## src/rtl/shift_add_mul_pkg.sv

```systemverilog
// shift_add_mul_pkg: FSM state encoding and default operand width for shift_add_mul
package shift_add_mul_pkg;
  localparam int DEFAULT_WIDTH = 8;
  typedef enum logic [1:0] {IDLE, CALC, DONE} state_t;
endpackage

```

## src/rtl/shift_add_mul_add_w.sv

```systemverilog
// add_w: WIDTH-bit combinational adder; ports x, y, cin in; s, cout out
module add_w #(
  parameter int WIDTH = 8
) (
  input  logic [WIDTH-1:0] x,
  input  logic [WIDTH-1:0] y,
  input  logic             cin,
  output logic [WIDTH-1:0] s,
  output logic             cout
);
  assign {cout, s} = {1'b0, x} + {1'b0, y} + {{WIDTH{1'b0}}, cin};
endmodule

```

## src/rtl/shift_add_mul.sv

```systemverilog
// shift_add_mul: sequential shift-add multiplier; in: clk rst in_valid a b out_ready, out: in_ready out_valid product; SHIFT_ADD_MUL_ZERO_BYPASS_EN skips steps for zero operands
module shift_add_mul
  import shift_add_mul_pkg::*;
#(
  parameter int WIDTH = DEFAULT_WIDTH
) (
  input  logic               clk,
  input  logic               rst,
  input  logic               in_valid,
  output logic               in_ready,
  input  logic [WIDTH-1:0]   a,
  input  logic [WIDTH-1:0]   b,
  output logic               out_valid,
  input  logic               out_ready,
  output logic [2*WIDTH-1:0] product
);
  localparam int CW = $clog2(WIDTH + 1);
  state_t state;
  logic [WIDTH-1:0] mcand, acc_hi, mq, s;
  logic [CW-1:0] cnt;
  logic c, bypass;
  add_w #(.WIDTH(WIDTH)) u_add (
    .x(acc_hi),
    .y(mq[0] ? mcand : '0),
    .cin(1'b0),
    .s(s),
    .cout(c)
  );
`ifdef SHIFT_ADD_MUL_ZERO_BYPASS_EN
  assign bypass = (a == '0) || (b == '0);
`else
  assign bypass = 1'b0;
`endif
  assign in_ready  = state == IDLE;
  assign out_valid = state == DONE;
  always_ff @(posedge clk) begin
    if (rst) begin
      state   <= IDLE;
      cnt     <= '0;
      mcand   <= '0;
      acc_hi  <= '0;
      mq      <= '0;
      product <= '0;
    end else if (state == IDLE) begin
      if (in_valid) begin
        mcand  <= a;
        mq     <= b;
        acc_hi <= '0;
        cnt    <= '0;
        state  <= bypass ? DONE : CALC;
        if (bypass) product <= '0;
      end
    end else if (state == CALC) begin
      acc_hi <= {c, s[WIDTH-1:1]};
      mq     <= {s[0], mq[WIDTH-1:1]};
      cnt    <= cnt + 1'b1;
      if (cnt == CW'(WIDTH - 1)) begin
        state   <= DONE;
        product <= {c, s, mq[WIDTH-1:1]};
      end
    end else if (out_ready) begin
      state <= IDLE;
    end
  end
endmodule

```

## config.mk

```make
export PLATFORM = sky130hd
export DESIGN_NAME = shift_add_mul
export DESIGN_NICKNAME = d
export VERILOG_FILES = /design/src/rtl/shift_add_mul_pkg.sv /design/src/rtl/shift_add_mul_add_w.sv /design/src/rtl/shift_add_mul.sv
export SDC_FILE = /design/constraint.sdc
export NUM_CORES = 1
export LEC_CHECK = 0
export BUFFER_PORTS_ARGS = -buffer_cell sky130_fd_sc_hd__buf_2
export CAP_MARGIN = 20
export CORE_ASPECT_RATIO = 1.25
export CORE_UTILIZATION = 59
export CTS_CLUSTER_DIAMETER = 80
export DETAILED_ROUTE_END_ITERATION = 10
export PLACE_DENSITY = 0.91
export SLEW_MARGIN = 10
export SYNTH_ARGS = -nofsm -noshare
export SYNTH_HDL_FRONTEND = slang
export SYNTH_SLANG_ARGS = --single-unit
```

## constraint.sdc

```tcl
create_clock -name clk -period 3.5 [get_ports clk]
set_input_delay 0.7 -clock clk [delete_from_list [all_inputs] [get_ports clk]]
set_output_delay 0.7 -clock clk [all_outputs]
set_load 0.02 [all_outputs]
```

==> out/metrics.cfg <==
[run]
drv_cap=0

[sta]
setup_viol=0
slew_headroom_pct=39.1
hold_ws_ns=0.454
fmax_mhz=437
final_hold_viol_count=0
rsz0062_at_grt=false
finalWorstPathRequiredPeriod_ns=2.29
period_share_pct=65.4
tightest_slew_ns=0.911
slew_viol_final=0
fin_skew_ns=0.00625
setup_tns_ns=0

[floorplanning]
die_x_um=56.4
initial_core_util_pct=62.0
coreArea_mm2=0.00351
io-pin-count=38
die_area_mm2=0.00394
dieHeight_um=70.0
fp-row-count=24

[setup_path]
rr_startpoint=mq[0]$_SDFFE_PP0P_
critical_path_class=register to register
r2r_slack_ns=1.21
r2r_end=product[13]$_SDFFE_PP0P_
end_kind=register
critical_path_arrival_ns=2.45
cp-start-kind=register
ff2ff_path_depth=7
path_max_fanout=9
required_ns=3.66

[logic_synthesis]
synth_cells=261
avgSynthCellArea_um2=8.35
synth-main-ff-cell=dfxtp_1
synth_warnings=0
synth_cell_type_count=44
ys_seq_area_share_pct=42.3
synth-seq-cells=46
syn_nets=291
synth_edf_count=0
synthArstFlopShare_pct=0
netlist_area_mm2=0.00218

[grt]
grt_pass1_vias=1758
grt_max_degree=54
grt_use_total_pct=26.5
grt_pass1_wl_um=8150
antenna_found_initial=0
overflow=0

[final_layout]
fin_nets=318
stdcell_area_mm2=0.00241
syn_to_final_growth_pct=10.7
seqCellArea_um2=921
n_antenna_cell=0
multi_input_area_mm2=0.00117
fin_util_pct=68.7
drive_above_1_share_pct=17.6
fillers=301

[hold_path]
min_to=product[10]$_SDFFE_PP0P_
hold_depth=2
hold_path.class=register to register
min_from=product[10]$_SDFFE_PP0P_

[detailed_routing]
remaining_drc_errors=0
wl_per_cell_um=14.9
ant_nets=0
route.vias.total=1942
viasPerCell=5.92
drt_first_iter_violations=112
wl_um=4880
drt_pass1_iterations=4

[clocking]
hold_buffers=0
cts-resized-gates=0
htreeDepth=2
cts_tree=done
cts.sinks=46
cts_setup_buffers=0
clock_latency_ns=0.30
clock_path_buffers=2
clkTransAtPathRegs_ns=0.09
cts-root-buf=clkbuf_8
cts_buffers=5

[power]
cellPowerDensity_mw_per_mm2=397
combPwrFrac_pct=8.3
leakagePower_nw=1.03
swShare_pct=25.7
power_uw=958
power_switching_uw=246
pwr-share-seq_pct=57.9
clockPowerShare_pct=33.8
internal-power_uw=711
vdd_drop_max_uv=420

[outcome]
status=complete, no violations

[placed_design]
dpl-instance-area_mm2=0.00233
gp_congestion=0.898
place.port_buffers=37
dpl.hpwl_um=3320

-- worst max path at each step --
stage	to	depth (start not counted)	start	slack (ns)
detailed placement	product[13]$_SDFFE_PP0P_	7	mq[0]$_SDFFE_PP0P_	1.25
floorplan	acc_hi[5]$_SDFFE_PP0P_	7	mq[0]$_SDFFE_PP0P_	1.50
global route	product[13]$_SDFFE_PP0P_	7	mq[0]$_SDFFE_PP0P_	1.12
global placement	product[13]$_SDFFE_PP0P_	7	mq[0]$_SDFFE_PP0P_	1.39
CTS	product[13]$_SDFFE_PP0P_	7	mq[0]$_SDFFE_PP0P_	1.24
finish	product[13]$_SDFFE_PP0P_	7	mq[0]$_SDFFE_PP0P_	1.21
-- registers in the layout, indices dropped and copies added (netlist names) --
| register | flops |
|---|---|
| acc_hi | 8 |
| cnt | 4 |
| mcand | 8 |
| mq | 8 |
| product | 16 |
| state | 2 |
-- cell usage in the layout (no fill, tap or decap), types with 2 or more instances in the layout --
master and n:
a22oi_1 2, and2_1 10, o31ai_1 2, clkbuf_8 5
or3_1 2, nand3b_1 8, a21oi_1 28, nand2b_1 4
ha_1 9, or4_1 4, dfxtp_1 46, nand2_1 49
nand4_1 2, a21o_1 3, nor2_1 22, o211ai_1 4
buf_2 37, o21ai_0 11, a311oi_1 8, a211oi_1 2
nand3_1 5, xor2_1 3
-- synth_stat cells (5+ instances only) --
cell / count / area (um2)
a21oi_1: 28 / 140
and2_1: 10 / 62.6
a311oi_1: 8 / 70.1
o21ai_0: 11 / 55.1
clkbuf_1: 10 / 37.5
nand2_1: 49 / 184
ha_1: 9 / 113
nand3_1: 5 / 25.0
dfxtp_1: 46 / 921
nand3b_1: 8 / 60.1
nor2_1: 22 / 82.6
-- per-layer routing --
| layer | track usage [%] | up-vias | part of all wire, % |
|---|---|---|---|
| met1 | 31.8 | 915 | 41 |
| met3 | 6.11 | 10 | 4.6 |
| li1 | - | 964 | - |
| met5 | 0 | - | 0 |
| met4 | 11.7 | 0 | 2.3 |
| met2 | 44.8 | 53 | 52 |
-- area by class of cell --
| type | instances | share of cell area [%] |
|---|---|---|
| tap | 39 | 2.02 |
| inverter | 1 | 0.156 |
| multi-input combinational | 197 | 48.4 |
| timing repair buffer | 37 | 7.68 |
| sequential | 46 | 38.2 |
| clock buffer | 6 | 3.01 |
| clock inverter | 2 | 0.571 |
-- critical path, stage by stage, from the launching register on --
cell and delay, ns:
dfxtp_1 0.38, and2_1 0.19, ha_1 0.20, fa_1 0.43, a21o_1 0.24, a221oi_1 0.40, xor2_1 0.22, o31ai_1 0.08
-- power groups by stage --
| stage | Combinational [mW] | Sequential [mW] | Clock (mW) |
|---|---|---|---|
| after global placement | 0.0763 | 0.565 | 0 |
| after CTS | 0.0792 | 0.554 | 0.325 |
| after detailed placement | 0.0786 | 0.567 | 0 |
| after floorplan | 0.0625 | 0.559 | 0 |
| final | 0.0795 | 0.555 | 0.324 |
| after global routing | 0.0893 | 0.557 | 0.345 |
-- per-stage QoR --
stage	setup slack [ns]	instances
after floorplan	1.50	261
after global placement	1.39	320
after detailed placement	1.25	320
after CTS	1.24	328
after global routing	1.12	328
final	1.21	328
-- logic make-up (layout without fill, tap and decap cells) --
family                     count (synthesis)  after routing  synth area share [%]
DFF                                       46             46                  42.3
xor gates and xnor gates                   4              4                  1.61
and+or+nand+nor                          116            116                  26.6
muxes                                      1              1                 0.517
AOI/OAI and AO/OA                         66             66                  18.8
buffers and inverters                     18             46                  4.19
adders and majority gates                 10             10                  6.09
(Power assumes the default switching activity.)
